File: src/rtl/mac_lane_array.sv
// Pipelined multi-lane multiply-accumulate: product, lane reduction and window accumulation
// stages, with a single valid/ready result register that back-pressures the whole pipe.
module mac_lane_array #(
    parameter int unsigned DataWidth = 8,
    parameter int unsigned Lanes     = 4,
    parameter int unsigned AccWidth  = 32
) (
    input  logic                         clk,
    input  logic                         rst,
    input  logic                         signed_mode,
    input  logic                         in_valid,
    output logic                         in_ready,
    input  logic                         in_last,
    input  logic [Lanes*DataWidth-1:0]   m1,
    input  logic [Lanes*DataWidth-1:0]   m2,
    output logic                         out_valid,
    input  logic                         out_ready,
    output logic [AccWidth-1:0]          acc_out
);

    localparam int unsigned ProdWidth = 2 * DataWidth;

    logic                 stall;
    logic                 accept;

    logic [ProdWidth-1:0] prod_d [Lanes];
    logic [ProdWidth-1:0] prod_q [Lanes];
    logic                 s1_valid_q;
    logic                 s1_last_q;
    logic                 s1_signed_q;

    logic [AccWidth-1:0]  ext [Lanes];
    logic [AccWidth-1:0]  s2_sum_d;
    logic [AccWidth-1:0]  s2_sum_q;
    logic                 s2_valid_q;
    logic                 s2_last_q;

    logic [AccWidth-1:0]  acc_q;
    logic [AccWidth-1:0]  sum_acc;
    logic [AccWidth-1:0]  acc_out_q;
    logic                 out_valid_q;

    assign stall    = out_valid_q && !out_ready;
    assign in_ready = !stall;
    assign accept   = in_valid && in_ready;

    for (genvar i = 0; i < Lanes; i++) begin : g_lane
        logic [DataWidth-1:0]        op_a;
        logic [DataWidth-1:0]        op_b;
        logic signed [ProdWidth-1:0] prod_s;
        logic [ProdWidth-1:0]        prod_u;

        assign op_a   = m1[i*DataWidth +: DataWidth];
        assign op_b   = m2[i*DataWidth +: DataWidth];
        assign prod_s = $signed(op_a) * $signed(op_b);
        assign prod_u = op_a * op_b;
        assign prod_d[i] = signed_mode ? prod_s : prod_u;

        // Each beat carries its own mode, so extension follows the stage-1 tag.
        assign ext[i] = s1_signed_q ? AccWidth'($signed(prod_q[i])) : AccWidth'(prod_q[i]);
    end

    always_comb begin
        s2_sum_d = '0;
        for (int i = 0; i < Lanes; i++) begin
            s2_sum_d = s2_sum_d + ext[i];
        end
    end

    assign sum_acc = acc_q + s2_sum_q;

    always_ff @(posedge clk or posedge rst) begin
        if (rst) begin
            for (int i = 0; i < Lanes; i++) begin
                prod_q[i] <= '0;
            end
            s1_valid_q  <= 1'b0;
            s1_last_q   <= 1'b0;
            s1_signed_q <= 1'b0;
            s2_sum_q    <= '0;
            s2_valid_q  <= 1'b0;
            s2_last_q   <= 1'b0;
            acc_q       <= '0;
            acc_out_q   <= '0;
            out_valid_q <= 1'b0;
        end else if (!stall) begin
            for (int i = 0; i < Lanes; i++) begin
                prod_q[i] <= prod_d[i];
            end
            s1_valid_q  <= accept;
            s1_last_q   <= in_last;
            s1_signed_q <= signed_mode;
            s2_sum_q    <= s2_sum_d;
            s2_valid_q  <= s1_valid_q;
            s2_last_q   <= s1_last_q;
            // Not stalled means any pending result is being taken this edge.
            out_valid_q <= s2_valid_q && s2_last_q;
            if (s2_valid_q) begin
                if (s2_last_q) begin
                    acc_out_q <= sum_acc;
                    acc_q     <= '0;
                end else begin
                    acc_q     <= sum_acc;
                end
            end
        end
    end

    assign out_valid = out_valid_q;
    assign acc_out   = acc_out_q;

endmodule

File: config.mk
export PLATFORM = sky130hd
export DESIGN_NAME = mac_lane_array
export DESIGN_NICKNAME = d
export VERILOG_FILES = /design/src/rtl/mac_lane_array.sv
export SDC_FILE = /design/constraint.sdc
export NUM_CORES = 2
export LEC_CHECK = 0
export CAP_MARGIN = 20
export CORE_MARGIN = 2
export CORE_UTILIZATION = 50
export DETAILED_ROUTE_END_ITERATION = 16
export HOLD_SLACK_MARGIN = 0.1
export PLACE_DENSITY = 0.75
export SLEW_MARGIN = 20
export SYNTH_ARGS = -nofsm -noshare
export SYNTH_HDL_FRONTEND = slang
export SYNTH_SLANG_ARGS = --single-unit
File: constraint.sdc
create_clock -name clk -period 19.2 [get_ports clk]
set_input_delay 5.76 -clock clk [delete_from_list [all_inputs] [get_ports clk]]
set_output_delay 5.76 -clock clk [all_outputs]
set_load 0.05 [all_outputs]
# After elaboration in Yosys (flattened, before gate mapping)
# Cells that the tools add are included.
# word_totals
regBits	166
inputBits	70
elab_cells	42
# op_classes
n_addsub	4
multipliers	8
mux	9
bitwise_logic	1
reduce_logical	7
# op_table
op	n
$mux W32	5
$add A32 B32 Y32	4
$mul A8 B8 Y16	8
$mux W16	4
$logic_and A1 B1 Y1	3
$reduce_and A3 Y1	1
$logic_not A1 Y1	2
$reduce_and A2 Y1	1
$not A1 Y1	1

# Depth between registers and ports, before layout
# logic_depth
depth_word	4
ltp_mapped	22
ltp_nobuf	21

# Worst setup path before layout
# Ideal clock, no wire load.
# synth_timing
kind	input to output
start	input port out_ready
end	output port in_ready
t_arrival_ns	7.096
slack_ns	6.344
path_stages	5
n_path_buf	3
path_cell_list	nor2b_1 inv_1 clkbuf_1 clkbuf_1 buf_1
# synth_via
elab_chain_len	3
# synth_lines
element	line_no	text
start, declared	17	input logic out_ready,
$logic_not A1 Y1	43	assign stall = out_valid_q && !out_ready;
$logic_and A1 B1 Y1	43	
$logic_not A1 Y1	n/a	
end, declared	12	output logic in_ready,
# No other way between the ends.

# Worst setup path in the final report
# Ends and elaborated chain as after synthesis.

==> impl_metrics.toml <==
[run_status]
status = "completed"

[route]
wl_um = 56930
ant_nets = 0
viasPerCell = 5.347
drc_errors = 0
drt-pass1-iter-count = 6
wl_per_cell_um = 15.71
drtIter0Drc = 991
via_count = 19370

[clock_network]
h-tree-depth = 4
cts_sinks = 166
insertion_delay_ps = 440
cts_tree = "built"
clock_path_buffers = 2
postCtsSetupBuffers = 0
clock-root-buffer = "clkbuf_16"
post_cts_resized = 0
path_clk_slew_ps = 70
cts_buffers = 17
postCtsHoldBufs = 0

[timing]
final_hold_viol_count = 0
fin_skew_ps = 17.32
min_period_over_period_pct = 73.27
fmax_mhz = 71.09
drv_slew = 0
totalNegativeSetupSlack_ps = 0
finalCriticalPeriod_ps = 14070
rsz0062_at_grt = "no"
setup_viol = 0
worstMarginPinSlew_ps = 1023
relSlewSlack_pct = 31.57

[finish]
post_route_cells_drive_above_1_share_pct = 2.820
fillCellCount = 4530
finalNetCount = 3658
n_antenna_cell = 0
area_growth_pct = 8.959
stdcell_area_um2 = 28170

[die]
die_area_um2 = 53540
die_x_um = 231.4
std_cell_rows = 83
num_io_pins = 104
initial_core_util_pct = 50.49
coreArea_um2 = 51200
die-height_um = 231.4

[global_routing]
antenna_found_initial = 0
grt-ovfl-total = 0
grt_pass1_vias = 20920
track_usage_pct = 22.56
grt_first_pass_wirelength_um = 98740
grt_max_degree = 113

[logic_synthesis]
synth_ff_type = "dfrtp_1"
synth_cell_type_count = 78
yosysWarnings = 0
synth_xor_area_share_pct = 4.932
synth-compound-area-share_pct = 11.25
synth_edf_count = 0
syn_nets = 3587
ys_async_sr_fraction_pct = 100.0
synthSimpleGateAreaFrac_pct = 13.70
ys_seq_area_share_pct = 16.07
synth_area_um2 = 25850
syn_inst = 2859
synthAdderAreaFrac_pct = 42.77
ys_ff_latch = 166
synthMuxAreaShare_pct = 1.389
syn_avg_cell_area_um2 = 9.042
synth_top_family_by_area = "adder cells"

[placement]
gp_congestion = 0.9224
placed_area_um2 = 27570
port_buffers = 103
dp_hpwl_um = 48060

[setup_path]
worstPathRequired_ps = 13440
critPathMaxStageDelay_ps = 940
worstPathCellList = "clkdlybuf4s50_1 > nor2b_4 > buf_4 > inv_4 > clkdlybuf4s50_1"
crit_path_end_kind = "output port"
rrSetupSlack_ps = 15120
reg2regPathDepth = 13
reg2reg_from = "prod_q[33]$_DFFE_PP0N_"
worstPathArrival_ps = 8310
crit_start = "out_ready"
critPathMaxFanout = 69
worst-setup-path-type = "in -> out"
r2r_end = "s2_sum_q[21]$_DFFE_PP0N_"
worst_setup_path_start_kind = "input port"
cpMaxStageDelayCell = "clkdlybuf4s50_1"
path_common_cell = "clkdlybuf4s50_1"

[min_path]
hold_class = "reg -> reg"
hold_start = "acc_out[4]$_DFFE_PP0P_"
hold_depth = 2
min_to = "acc_out[4]$_DFFE_PP0P_"

[pwr]
vdd_drop_max_mv = 0.1631
p_per_area_nw_per_um2 = 181.5
total_power_mw = 5.112
leakagePower_nw = 14.28

[flow_run]
cap_viol_max_count = 0
layout make-up:
cell class	count	area [um^2]	share of cell area (%)
Timing Repair Buffer	110	1091	3.874
Inverter	621	2341	8.311
Clock inverter	13	143.9	0.5108
Sequential cell	166	4154	14.75
Tap cell	680	850.8	3.021
Clock buffer	19	432.9	1.537
Multi-Input combinational cell	2014	19150	68.00
logic make-up (layout without fill, tap and decap cells):
logic type	count (synthesis)	after routing
AND/OR/NAND/NOR	735	735
buffers and inverters	679	763
adder cells (fa/ha/maj)	658	658
AO/OA/AOI/OAI	443	443
flip-flops	166	166
XOR/XNOR	144	144
multiplexers	34	34
critical path, delay by kind of cell:
family / cells / cell delay, ps
buf+inv: 4 / 2430
simple gates: 1 / 50
how the worst max path moves through the flow:
| stage | end | slack [ps] |
|---|---|---|
| global placement | in_ready | 5170 |
| finish | in_ready | 5130 |
| detailed placement | in_ready | 5150 |
| CTS | in_ready | 5150 |
| global route | in_ready | 5050 |
| floorplan | in_ready | 6340 |
per-layer routing:
metal | vias to the layer above | track usage, % | wire length [um]
met4 | 0 | 6.492 | 1426
met1 | 9684 | 28.81 | 24120
li1 | 9173 | - | -
met3 | 100 | 2.301 | 1951
met5 | - | 0 | 0
met2 | 416 | 40.45 | 29440
Yosys cell counts (34+ instances only):
cell type,instances,share of area (%)
a21o_1,34,0.99
a21oi_1,133,2.6
and2_1,182,4.4
clkbuf_1,51,0.74
dfrtp_1,166,16
fa_1,376,29
ha_1,282,14
inv_1,617,9.0
nand2_1,239,3.5
nor2_1,164,2.4
nor3_1,38,0.74
o21ai_0,102,2.0
xnor2_1,91,3.1
xor2_1,52,1.8
metrics by stage:
stage | hold WS, ps | util [%] | setup slack, ps | cells
global placement | 452.0 | 53.85 | 5173 | 3590
finish | 481.6 | 55.02 | 5133 | 3623
detailed placement | 468.8 | 53.85 | 5153 | 3590
CTS | 484.2 | 54.97 | 5155 | 3622
floorplan | 438.6 | - | 6344 | 2859
global route | 508.6 | 55.02 | 5046 | 3623
state kept, by name, indices dropped and copies added, names as in the netlist:
| signal | flops |
|---|---|
| prod_q | 64 |
| acc_q | 32 |
| s1_valid_q | 1 |
| acc_out | 32 |
| s2_valid_q | 1 |
| s1_last_q | 1 |
| s1_signed_q | 1 |
| s2_last_q | 1 |
| out_valid | 1 |
| s2_sum_q | 32 |
layout by cell type (no fill, tap or decap), types with 4 or more instances in the layout:
cell type / n
inv_1: 615
a31oi_1: 10
nor2_1: 164
a21boi_0: 4
o211ai_1: 12
o31ai_1: 20
clkdlybuf4s50_1: 102
or2_2: 5
clkinv_1: 4
ha_1: 282
o21ai_0: 102
o211a_1: 5
clkbuf_16: 17
a211o_1: 6
dfrtp_1: 166
a21oi_1: 133
nor2b_1: 22
nand3_1: 24
and3_1: 10
o41ai_1: 5
o21ai_1: 12
inv_6: 5
a21o_1: 34
mux2i_1: 19
nor3_1: 38
o21a_1: 18
and2_1: 182
nand2_1: 239
fa_1: 376
xnor2_1: 91
buf_4: 6
o221ai_1: 4
nand2b_1: 16
or3_1: 19
mux2_2: 15
xor2_1: 52
o21bai_1: 14
a22o_1: 13
a211oi_1: 11
report_power, final:
group | internal (mW) | switching [mW] | leakage [nW]
sequential | 0.550 | 0.139 | 2.01
clock | 0.193 | 0.145 | 0.283
combinational | 1.75 | 2.33 | 12.0
total | 2.50 | 2.61 | 14.3
No activity file was read; power rests on OpenSTA's default activity.
